`src/rtl/onehot_encoder_if.sv`:
```
// Handshake bundle for onehot_encoder_pipe: request-vector input side and encoded-index output side.
// master = producer/consumer environment, slave = the encoder.
interface onehot_encoder_if #(
    parameter int N = 8
);
    localparam int W = $clog2(N);

    // A word moves on a side only in a cycle where valid && ready; valid never waits on ready,
    // and a raised out_valid keeps every out_* field stable until out_ready takes it.
    logic         in_valid;
    logic         in_ready;
    logic [N-1:0] in_data;
    logic         out_valid;
    logic         out_ready;
    logic [W-1:0] out_index;
    logic         out_zero;
    logic         out_multi;

    modport master (
        output in_valid, in_data, out_ready,
        input  in_ready, out_valid, out_index, out_zero, out_multi
    );

    modport slave (
        input  in_valid, in_data, out_ready,
        output in_ready, out_valid, out_index, out_zero, out_multi
    );
endinterface

```
`src/rtl/onehot_encoder_pipe.sv`:
```
// Registered N-to-log2(N) encoder, strict one-hot (MODE=0) or MSB-priority (MODE=1), with zero/multi flags.
// Define ENC_ERR_CNT_EN to add the saturating error counter (err_count/err_clr ports).
module onehot_encoder_pipe #(
    parameter int N         = 8,
    parameter int MODE      = 0,
    parameter int ERR_CNT_W = 8
) (
    input  logic                 clk,
    input  logic                 rst,
`ifdef ENC_ERR_CNT_EN
    input  logic                 err_clr,
    output logic [ERR_CNT_W-1:0] err_count,
`endif
    onehot_encoder_if.slave      bus
);
    localparam int W = $clog2(N);

    if (N < 2 || ERR_CNT_W < 1) begin : g_bad_param
        $error("onehot_encoder_pipe: N must be >= 2 and ERR_CNT_W >= 1");
    end

    logic         valid_q;
    logic [W-1:0] index_q;
    logic         zero_q;
    logic         multi_q;

    logic         seen;
    logic         many;
    logic [W-1:0] hi_pos;
    logic [W-1:0] enc_index;
    logic         enc_err;
    logic         accept;

    // Scan low to high so the last set bit seen is the highest; a second hit marks multi-hot.
    always_comb begin
        seen   = 1'b0;
        many   = 1'b0;
        hi_pos = '0;
        for (int i = 0; i < N; i++) begin
            if (bus.in_data[i]) begin
                many   = many | seen;
                seen   = 1'b1;
                hi_pos = W'(i);
            end
        end
    end

    always_comb begin
        enc_index = hi_pos;
        if (!seen || (many && MODE == 0)) begin
            enc_index = '0;
        end
        enc_err = !seen || (many && MODE == 0);
    end

    assign bus.in_ready = !valid_q || bus.out_ready;
    assign accept       = bus.in_valid && bus.in_ready;

    always_ff @(posedge clk) begin
        if (rst) begin
            valid_q <= 1'b0;
            index_q <= '0;
            zero_q  <= 1'b0;
            multi_q <= 1'b0;
        end else if (accept) begin
            valid_q <= 1'b1;
            index_q <= enc_index;
            zero_q  <= !seen;
            multi_q <= many;
        end else if (bus.out_ready) begin
            valid_q <= 1'b0;
        end
    end

    assign bus.out_valid = valid_q;
    assign bus.out_index = index_q;
    assign bus.out_zero  = zero_q;
    assign bus.out_multi = multi_q;

`ifdef ENC_ERR_CNT_EN
    logic [ERR_CNT_W-1:0] err_q;

    // Clear wins over a same-cycle increment; the count sticks at all-ones.
    always_ff @(posedge clk) begin
        if (rst || err_clr) begin
            err_q <= '0;
        end else if (accept && enc_err && (err_q != '1)) begin
            err_q <= err_q + 1'b1;
        end
    end

    assign err_count = err_q;
`else
    logic unused_err;
    assign unused_err = enc_err;
`endif
endmodule

```
`src/flat_wrapper.sv`:
```
// flat-port wrapper written by rule: the top's interface ports become plain ports
module onehot_encoder_pipe_flat 
#(
    parameter int N         = 8,
    parameter int MODE      = 0,
    parameter int ERR_CNT_W = 8
)
  (clk, rst, bus_in_valid, bus_in_data, bus_out_ready, bus_in_ready, bus_out_valid, bus_out_index, bus_out_zero, bus_out_multi);
  onehot_encoder_if #(.N(N)) bus_i ();
  input  logic clk;
  input  logic rst;
  input wire logic [$bits(bus_i.in_valid)-1:0] bus_in_valid;
  input wire logic [$bits(bus_i.in_data)-1:0] bus_in_data;
  input wire logic [$bits(bus_i.out_ready)-1:0] bus_out_ready;
  output wire logic [$bits(bus_i.in_ready)-1:0] bus_in_ready;
  output wire logic [$bits(bus_i.out_valid)-1:0] bus_out_valid;
  output wire logic [$bits(bus_i.out_index)-1:0] bus_out_index;
  output wire logic [$bits(bus_i.out_zero)-1:0] bus_out_zero;
  output wire logic [$bits(bus_i.out_multi)-1:0] bus_out_multi;
  assign bus_i.in_valid = bus_in_valid;
  assign bus_i.in_data = bus_in_data;
  assign bus_i.out_ready = bus_out_ready;
  assign bus_in_ready = bus_i.in_ready;
  assign bus_out_valid = bus_i.out_valid;
  assign bus_out_index = bus_i.out_index;
  assign bus_out_zero = bus_i.out_zero;
  assign bus_out_multi = bus_i.out_multi;
  onehot_encoder_pipe #(.N(N), .MODE(MODE), .ERR_CNT_W(ERR_CNT_W)) u_core (.clk(clk), .rst(rst), .bus(bus_i));
endmodule
```
`config.mk`:
```
export PLATFORM = sky130hd
export DESIGN_NAME = onehot_encoder_pipe_flat
export DESIGN_NICKNAME = d
export VERILOG_FILES = /design/src/rtl/onehot_encoder_if.sv /design/src/rtl/onehot_encoder_pipe.sv /design/src/flat_wrapper.sv
export SDC_FILE = /design/constraint.sdc
export NUM_CORES = 1
export LEC_CHECK = 0
export CAP_MARGIN = 10
export CORE_AREA = 2 2 39 41
export DETAILED_ROUTE_END_ITERATION = 8
export DIE_AREA = 0 0 41 43
export HOLD_SLACK_MARGIN = 0.12
export SLEW_MARGIN = 20
export SYNTH_ARGS = -nofsm -noshare
export SYNTH_HDL_FRONTEND = slang
export SYNTH_SLANG_ARGS = --single-unit
```
`constraint.sdc`:
```
create_clock -name clk -period 2.05 [get_ports clk]
set_input_delay 0.3075 -clock clk [delete_from_list [all_inputs] [get_ports clk]]
set_output_delay 0.3075 -clock clk [all_outputs]
set_load 0.02 [all_outputs]
```
-- Word-level counts from Yosys, hierarchy flattened
Cells that the tools add are included.
- multiplexer cells: 25
- bitwise logic cells: 6
- reduce and logical (&&, ||, !) cells: 6
- operators by type and width (operator ; number):
    2-to-1 mux 1 bit ; 18
    2-to-1 mux 3 bit ; 5
    OR 1 bit ; 6
    2-to-1 mux 2 bit ; 2
    zero test 1 bit ; 2
    logical OR 1 bit ; 2
    nonzero test 2 bit ; 1
    logical AND 1 bit ; 1
- bits in registers: 6
- output and inout port bits: 7

-- Longest topological paths before layout
Gate-level depths: netlist of run 1.
- depth in word-level cells: 16
- gate-level depth with buffers: 4
- mapped depth without buffers: 4

-- Least setup slack after synthesis of run 1
OpenSTA, ideal clock, no wires.
- path kind: reg2reg
- start: register u_core.valid_q, in the netlist u_core.bus.out_valid
- end: register u_core.multi_q, in the netlist u_core.bus.out_multi
- library setup time: 0.119 ns
- arrival: 1.303 ns
- required time: 1.931 ns
- slack: 0.628 ns
- stages on the path, launching flop included: 4
- cell sequence: dfxtp_1 > or2b_2 > and2_2 > o221a_2
- cells in the longest elaborated chain, start to end: 3
- ends and longest elaborated chain (what ; RTL line ; text):
    start, declared ; onehot_encoder_pipe.sv:22 ; logic valid_q;
    start signal, assigned ; onehot_encoder_pipe.sv:61 ; valid_q <= 1'b0;
    start signal, assigned ; onehot_encoder_pipe.sv:66 ; valid_q <= 1'b1;
    start signal, assigned ; onehot_encoder_pipe.sv:71 ; valid_q <= 1'b0;
    zero test 1 bit ; onehot_encoder_pipe.sv:56 ; assign bus.in_ready = !valid_q || bus.out_ready;
    logical OR 1 bit ; onehot_encoder_pipe.sv:56 ;
    named net bus_in_ready ; flat_wrapper.sv:15 ; output wire logic [$bits(bus_i.in_ready)-1:0] bus_in_ready;
    logical AND 1 bit ; onehot_encoder_pipe.sv:57 ; assign accept = bus.in_valid && bus.in_ready;
    end signal, assigned ; onehot_encoder_pipe.sv:69 ; multi_q <= many;
    end, declared ; onehot_encoder_pipe.sv:25 ; logic multi_q;
The timed path passes the listed nets, and every way through them passes these cells.
A chain may end at the register's enable or synchronous reset.

-- Worst setup path after layout of run 1
- start: input port bus_out_ready
- end: output port bus_in_ready
- cells in the longest elaborated chain, start to end: 1
- ends and longest elaborated chain (what ; RTL line ; text):
    start, declared ; flat_wrapper.sv:14 ; input wire logic [$bits(bus_i.out_ready)-1:0] bus_out_ready;
    logical OR 1 bit ; onehot_encoder_pipe.sv:56 ;
    end, declared ; flat_wrapper.sv:15 ;
No other way between the ends.

==> results.yml, run 1 <==
job:
  drv_cap: 0
route:
  wl_um: 814
  ant_nets: 0
  num_vias: 396
  drc: 0
  first_iter_violations: 4
  wl_per_cell_um: 10.0
  drt_pre_antenna_iters: 4
  avgViaCountPerCell: 4.89
finish:
  drive_gt1_share_pct: 18.5
  nets: 79
  syn_to_final_growth_pct: 59.5
  antennaDiodeCount: 0
placement:
  dp_worst_setup_slack_ns: 0.187
  place_hpwl_um: 695
  gp_congestion: 0.723
  io_buffers: 18
global_route:
  grtUsageTotal_pct: 11.4
  grt_pass1_vias: 364
  grt_max_degree: 7
  antenna_found_initial: 0
  grt_pass1_wl_um: 1390
  gr-total-overflow: 0
power_and_ir_drop:
  peakVddDrop_uv: 137
  pwr_density_cell_nw_per_um2: 495
  p_total_mw: 0.305
  leakagePower_nw: 0.206
cts:
  clk_pin_slew_worst_paths_ns: 0.04
  ctsResizeCount: 0
  clockRootBuffer: "clkbuf_4"
  clockBufferDepth: 2
  clk_latency_ns: 0.24
  htree_levels: 1
  tritoncts: "done"
  postCtsSetupBuffers: 0
  clkSinkCount: 6
  cts_made_buffers: 3
  hold_buffers: 0
worst_setup_path:
  crit_type: "in2out"
  r2r_start: "u_core.bus.out_valid"
  arrival_ns: 1.55
  reg2regPathDepth: 4
  critPathCaptureType: "primary output"
  worstPathRequired_ns: 1.74
  worstSetupStartpoint: "bus_out_ready"
  start_kind: "input pin"
  crit_path_end: "bus_in_ready"
  worstPathMaxFanout: 4
  reg2reg_to: "u_core.bus.out_multi"
  rrSetupSlack_ns: 0.80
floorplanning:
  die_y_um: 43
  io_pins: 19
  rows: 14
  initial_utilization_pct: 27.9
  coreArea_um2: 1380
  die_area_um2: 1760
  die_w_um: 41
sta:
  finalCriticalPeriod_ns: 1.86
  fmax_mhz: 537
  setup_viol: 0
  finalSetupTns_ns: 0
  relSlewSlack_pct: 70.0
  rsz0062_at_grt: "false"
  setup_ws_ns: 0.189
  whs_ns: 0.451
  worst_clock_skew_ns: 0.00226
  hold_viol_final: 0
  tightest_slew_ns: 0.445
  min_period_over_period_pct: 90.8
  slew_viol_final: 0
synthesis:
  ys_seq_area_share_pct: 31.1
  syn_inst: 43
  synth.distinct_cells: 24
  syn_area_per_cell_um2: 8.99
  syn_area_um2: 387
  yosys_register_bits: 6
  yosysWarnings: 0
  syn_nets: 55
run_status:
  status: "finished, final reports clean"
worst_hold_path:
  hold_class: "reg2reg"
report_power, final:
group	internal, mW	switching [mW]	total (mW)
logic	0.0409	0.0368	0.0776
clock network	0.0660	0.0396	0.106
registers	0.120	0.00137	0.122
Yosys cell counts:
| master | instances | area share (%) |
|---|---|---|
| a22oi_1 | 1 | 1.9 |
| maj3_1 | 1 | 2.6 |
| o221a_2 | 1 | 2.9 |
| o311ai_4 | 1 | 6.8 |
| a21oi_1 | 2 | 2.6 |
| mux2i_1 | 1 | 2.6 |
| nor2_2 | 1 | 1.6 |
| inv_1 | 2 | 1.9 |
| nor4_1 | 1 | 1.6 |
| o21ai_0 | 2 | 2.6 |
| or3b_1 | 1 | 2.3 |
| nor2_1 | 3 | 2.9 |
| nor2b_1 | 1 | 1.6 |
| nor4_4 | 1 | 5.5 |
| and2_2 | 1 | 1.9 |
| o31ai_1 | 1 | 1.9 |
| or2b_2 | 1 | 2.3 |
| nor3_1 | 3 | 3.9 |
| dfxtp_1 | 6 | 31 |
| nand2_1 | 5 | 4.9 |
| a211o_1 | 2 | 4.5 |
| a21o_2 | 1 | 2.3 |
| nand3_1 | 3 | 3.9 |
| a221oi_2 | 1 | 3.9 |
metal layers:
| layer | global-route usage (%) | routed length (um) | up-vias |
|---|---|---|---|
| li1 | - | - | 207 |
| met1 | 14.1 | 349 | 165 |
| met2 | 16.9 | 364 | 22 |
| met3 | 2.09 | 89 | 2 |
| met4 | 8.00 | 10 | 0 |
| met5 | 0 | 0 | - |
final cells by class:
class                           instances  area [um^2]
Timing Repair Buffer                   19          188
Tap cell                               16         20.0
Multi-Input combinational cell         35          259
Fill cell                             145          767
Clock buffer                            3         22.5
Sequential cell                         6          120
Inverter                                2         7.51
flip-flops by register name (all words and copies together), names as in the netlist:
name and flops:
u_core.bus.out_valid 1, u_core.bus.out_index 3, u_core.bus.out_multi 1, u_core.bus.out_zero 1
through the flow:
step                area, um^2  utilization (%)  instances
global placement           594             42.9         78
detailed placement         594             42.9         78
floorplan                  387                -         43
global route               617             44.6         81
CTS                        617             44.6         81
finish                     617             44.6         81
kinds of logic (layout without fill, tap and decap cells):
family          after synthesis  in the layout  synth area share [%]
compound gates               12             12                  29.5
fa+ha+maj                     1              1                  2.59
buf+inv                       2             24                  1.94
flops                         6              6                  31.1
mux                           1              1                  2.59
simple gates                 21             21                  32.4
critical path: stages:
cell             delay (ns)
clkdlybuf4s50_1        0.39
or2b_2                 0.32
clkdlybuf4s50_1        0.54
worst min-delay path by stage:
stage | slack, ns | cells after the start | start | to
final | 0.45 | 2 | u_core.bus.out_zero | u_core.bus.out_zero
after global placement | 0.44 | 2 | u_core.bus.out_zero | u_core.bus.out_zero
after CTS | 0.46 | 2 | u_core.bus.out_zero | u_core.bus.out_zero
after floorplan | 0.37 | 1 | rst | u_core.bus.out_index[0]
after detailed placement | 0.45 | 2 | u_core.bus.out_zero | u_core.bus.out_zero
after global routing | 0.51 | 2 | u_core.bus.out_index[0] | u_core.bus.out_index[0]
layout by cell type (no fill, tap or decap), types with 2 or more instances in the layout:
master	synthesis	routed
a21oi_1	2	2
inv_1	2	2
a211o_1	2	2
dfxtp_1	6	6
nand2_1	5	5
nand3_1	3	3
nor3_1	3	3
o21ai_0	2	2
clkdlybuf4s50_1	0	18
clkbuf_4	0	3
nor2_1	3	3
Note: power is estimated with default switching activity, not from simulation.
==> inputs of run 2 (changes only) <==
==> constraint.sdc (replaced) <==
create_clock -name clk -period 2.3 [get_ports clk]
set_input_delay 0.345 -clock clk [delete_from_list [all_inputs] [get_ports clk]]
set_output_delay 0.345 -clock clk [all_outputs]
set_load 0.02 [all_outputs]
==> run 2 against run 1 <==
Effect of this change: non-clock buffer count is 1 lower; sequential share of layout area up 0.24 points; count of clock-buffer cells in the layout is the same; combinational power is 12% lower; largest power group unchanged; sequential power is 11% lower.
==> results.yml, run 2 (synthesis results as in run 1) <==
run_status:
  status: "finished, final reports clean"
sta:
  rsz0062_at_grt: "false"
  setup_ws_ns: 0.356
  slew_viol_final: 0
  tightest_slew_ns: 0.444
  fmax_mhz: 514
  hold_viol_final: 0
  finalSetupTns_ns: 0
  setup_viol: 0
  whs_ns: 0.448
  finalCriticalPeriod_ns: 1.94
  min_period_over_period_pct: 84.5
  worst_clock_skew_ns: 0.00378
  relSlewSlack_pct: 70.2
global_route:
  grt_pass1_wl_um: 1280
  antenna_found_initial: 0
  gr-total-overflow: 0
  grtUsageTotal_pct: 10.6
  grt_max_degree: 7
  grt_pass1_vias: 339
route:
  num_vias: 400
  ant_nets: 0
  wl_met3_um: 95
  top_layer: "met4"
  drt_pre_antenna_iters: 4
  wl_per_cell_um: 10.5
  first_iter_violations: 7
  drc: 0
  wl_met1_um: 358
  avgViaCountPerCell: 5.00
  wl_um: 841
  route.met2.wl_um: 363
cts:
  ctsResizeCount: 0
  postCtsSetupBuffers: 0
  clk_pin_slew_worst_paths_ns: 0.04
  clockRootBuffer: "clkbuf_4"
  tritoncts: "done"
  htree_levels: 1
  cts_made_buffers: 3
  clockBufferDepth: 2
  clk_latency_ns: 0.25
  clkSinkCount: 6
  hold_buffers: 0
placement:
  place_hpwl_um: 688
  dp_worst_setup_slack_ns: 0.358
  io_buffers: 18
  gp_congestion: 0.713
power_and_ir_drop:
  leakagePower_nw: 0.201
  pwr_density_cell_nw_per_um2: 447
  peakVddDrop_uv: 174
worst_setup_path:
  critPathCaptureType: "primary output"
  worstPathRequired_ns: 1.96
  arrival_ns: 1.60
  worstPathMaxFanout: 4
  start_kind: "input pin"
  crit_type: "in2out"
finish:
  nets: 78
  largest_reg_flops: 3
  drive_gt1_share_pct: 17.2
  syn_to_final_growth_pct: 57.6
  layout_common_cells: "clkdlybuf4s50_1, dfxtp_1, nand2_1"
  final_common_cell: "clkdlybuf4s50_1"
  antennaDiodeCount: 0
floorplanning:
  die_area_um2: 1760
  io_pins: 19
  coreArea_um2: 1380
  rows: 14
  initial_utilization_pct: 27.9
  die_w_um: 41
  die_y_um: 43
worst_hold_path:
  hold_class: "reg2reg"
job:
  drv_cap: 0
[run 2: changes by cell type in the layout (fill, tap and decap cells not counted)]
| cell | previous run | this run |
|---|---|---|
| buf_4 | 1 | 0 |
[run 2: worst max-delay path, stage by stage]
cell and delay, ns:
clkdlybuf4s50_1 0.39, or2b_2 0.32, clkdlybuf4s50_1 0.54
[run 2: path summary, 6_finish.rpt]
kind	start	endpoint	slack (ns)	cells after the start
worst min register to register	u_core.bus.out_zero	u_core.bus.out_zero	0.45	2
worst max register to register	u_core.bus.out_valid	u_core.bus.out_index[0]	1.04	4
worst max-delay path	bus_out_ready	bus_in_ready	0.36	3
worst min-delay path	u_core.bus.out_zero	u_core.bus.out_zero	0.45	2
[run 2: layout make-up]
class,instances,area (um^2)
fill,147,774
tap,16,20.0
inverter,2,7.51
clock buffer,3,22.5
timing repair buffer,18,180
sequential,6,120
multi-input combinational,35,259
[run 2: power breakdown]
part	switching [mW]	leakage [nW]	internal (mW)	total [mW]
sequential	0.00121	0.0489	0.107	0.109
clock	0.0369	0.0138	0.0589	0.0958
combinational	0.0329	0.138	0.0353	0.0682
[run 2: metrics by stage]
stage               util [%]  std cells  area [um^2]  power (mW)
floorplan                  -         43          387       0.139
global placement        42.4         77          587       0.179
detailed placement      42.4         77          587       0.179
CTS                     44.0         80          609       0.274
global route            44.0         80          609       0.283
finish                  44.0         80          609       0.273
[run 2: layer usage]
| layer | vias up | track usage [%] |
|---|---|---|
| li1 | 207 | - |
| met3 | 4 | 1.57 |
| met4 | 0 | 6.00 |
| met2 | 22 | 16.6 |
| met5 | - | 0 |
| met1 | 167 | 12.9 |
==> inputs of run 3 (changes only) <==
==> constraint.sdc (replaced) <==
create_clock -name clk -period 1.7 [get_ports clk]
set_input_delay 0.255 -clock clk [delete_from_list [all_inputs] [get_ports clk]]
set_output_delay 0.255 -clock clk [all_outputs]
set_load 0.02 [all_outputs]
==> run 3 against run 2 <==
Effect of this change: sequential power up 35%; non-clock buffer count up 11; global-route usage increased by 2.9 points; sequential cell count unchanged; largest cell class is now non-clock buffers.
==> results.yml, run 3 (synthesis results as in run 1) <==
power_and_ir_drop:
  p_comb_share_pct: 27.9
  p_switching_mw: 0.103
  swShare_pct: 26.5
  pwr-share-clk_pct: 34.4
  pwr_density_cell_nw_per_um2: 564
  peakVddDrop_uv: 209
  leakagePower_nw: 0.254
  seqPwrFrac_pct: 37.7
  intPower_mw: 0.286
global_route:
  grt_pass1_wl_um: 1530
  gr-total-overflow: 0
  use_met3_pct: 1.57
  grtUsageMet1_pct: 12.8
  grtUsageTotal_pct: 13.4
  grt-busiest-layer: "met2"
  grt_use_met2_pct: 22.8
  grt_max_degree: 7
  grt_pass1_vias: 411
  antenna_found_initial: 0
route:
  first_iter_violations: 3
  wl_per_cell_um: 10.3
  num_vias: 437
  ant_nets: 0
  drc: 0
  avgViaCountPerCell: 4.80
  wl_um: 933
  drt_pre_antenna_iters: 2
finish:
  drive_gt1_share_pct: 29.3
  final_common_cell: "clkdlybuf4s50_1"
  final_cells: 91
  syn_to_final_growth_pct: 78.6
  nets: 89
  largest_reg_flops: 3
  layout_common_cells: "clkdlybuf4s50_1, buf_4, dfxtp_1"
  antennaDiodeCount: 0
  finalCoreUtilization_pct: 49.9
job:
  drv_cap: 0
cts:
  clk_pin_slew_worst_paths_ns: 0.05
  clockRootBuffer: "clkbuf_4"
  postCtsSetupBuffers: 0
  clkSinkCount: 6
  htree_levels: 1
  cts_made_buffers: 3
  clockBufferDepth: 2
  tritoncts: "done"
  clk_latency_ns: 0.25
sta:
  min_period_over_period_pct: 89.4
  whs_ns: 0.455
  fmax_mhz: 658
  worst_clock_skew_ns: 0.00150
  setup_viol: 0
  tightest_slew_ns: 0.293
  finalCriticalPeriod_ns: 1.52
  relSlewSlack_pct: 80.4
  hold_viol_final: 0
  rsz0062_at_grt: "false"
  slew_viol_final: 0
floorplanning:
  initial_utilization_pct: 27.9
  coreArea_um2: 1380
  io_pins: 19
  die_area_um2: 1760
  die_y_um: 43
  die_w_um: 41
  rows: 14
placement:
  io_buffers: 18
  place_hpwl_um: 793
  gp_congestion: 0.728
  dp_cells: 88
worst_hold_path:
  hold_path_depth: 2
  hold_class: "reg2reg"
worst_setup_path:
  arrival_ns: 1.66
  worstPathMaxFanout: 4
  slowest_stage: "clkdlybuf4s50_1"
  critPathCaptureType: "flop"
  worstPathRequired_ns: 1.84
  path_depth: 5
  crit_path_max_incr_delay_ns: 0.49
  start_kind: "input pin"
  worst-path-buf-inv: 1
  crit_type: "in2reg"
  path_cells: "clkdlybuf4s50_1 -> maj3_1 -> nor2_2 -> o311ai_4 -> o221a_2"
  critical-path-top-delay-family: "buffers and inverters"
  reg2regPathDepth: 5
run_status:
  status: "finished, final reports clean"
==> run 3: cell count changes in the layout (fill, tap and decap cells not counted) <==
cell,before,now
clkdlybuf4s50_1,18,17
dlygate4sd2_1,0,1
buf_4,0,11
==> run 3: routing by layer <==
metal  share of wire (%)  routed length (um)
met1                  37                 348
met2                  53                 493
met3                 7.9                  74
met4                 1.8                  17
met5                   0                   0
==> run 3: timing repair <==
item,in CTS,in global routing
resized for setup,1,0
hold buffers,0,0
endpoints found under the setup margin,1,0
==> run 3: per-stage QoR <==
| stage | setup slack, ns | power (mW) | cell area, um^2 | setup TNS [ns] |
|---|---|---|---|---|
| finish | 0.180 | 0.390 | 691 | 0 |
| global route | 0.103 | 0.413 | 691 | 0 |
| CTS | 0.170 | 0.397 | 691 | 0 |
| detailed placement | -0.0932 | 0.259 | 669 | -0.250 |
| global placement | -0.0592 | 0.259 | 669 | -0.145 |
| floorplan | 0.278 | 0.188 | 387 | 0 |
==> run 3: area by class of cell <==
cell class / count / area, um^2
well taps: 16 / 20.0
clock buffers: 3 / 22.5
multi-input cells: 35 / 259
flip-flops and latches: 6 / 120
fillers: 148 / 693
repair buffers: 29 / 262
inverters: 2 / 7.51
==> run 3: path summary, 6_finish.rpt <==
check	from	to	slack [ns]
setup / recovery	bus_in_data[1]	u_core.bus.out_multi	0.18
hold / removal	u_core.bus.out_zero	u_core.bus.out_zero	0.45
setup reg to reg	u_core.bus.out_valid	u_core.bus.out_multi	0.35
hold reg to reg	u_core.bus.out_zero	u_core.bus.out_zero	0.45
==> run 3: power by group through the flow <==
stage	Clock (mW)	Combinational [mW]	Sequential, mW
2_1_floorplan	0	0.0337	0.154
3_3_place_gp	0	0.110	0.149
3_5_place_dp	0	0.110	0.149
4_1_cts	0.141	0.110	0.147
5_1_grt	0.147	0.119	0.147
6_report	0.134	0.109	0.147
==> run 3: worst reg2reg max path: cells and delay by family, from the launching register on <==
family                 cells  cell delay [ns]
AO/OA/AOI/OAI              2             0.33
AND/OR/NAND/NOR            2             0.52
buffers and inverters      1             0.14
flip-flops                 1             0.31
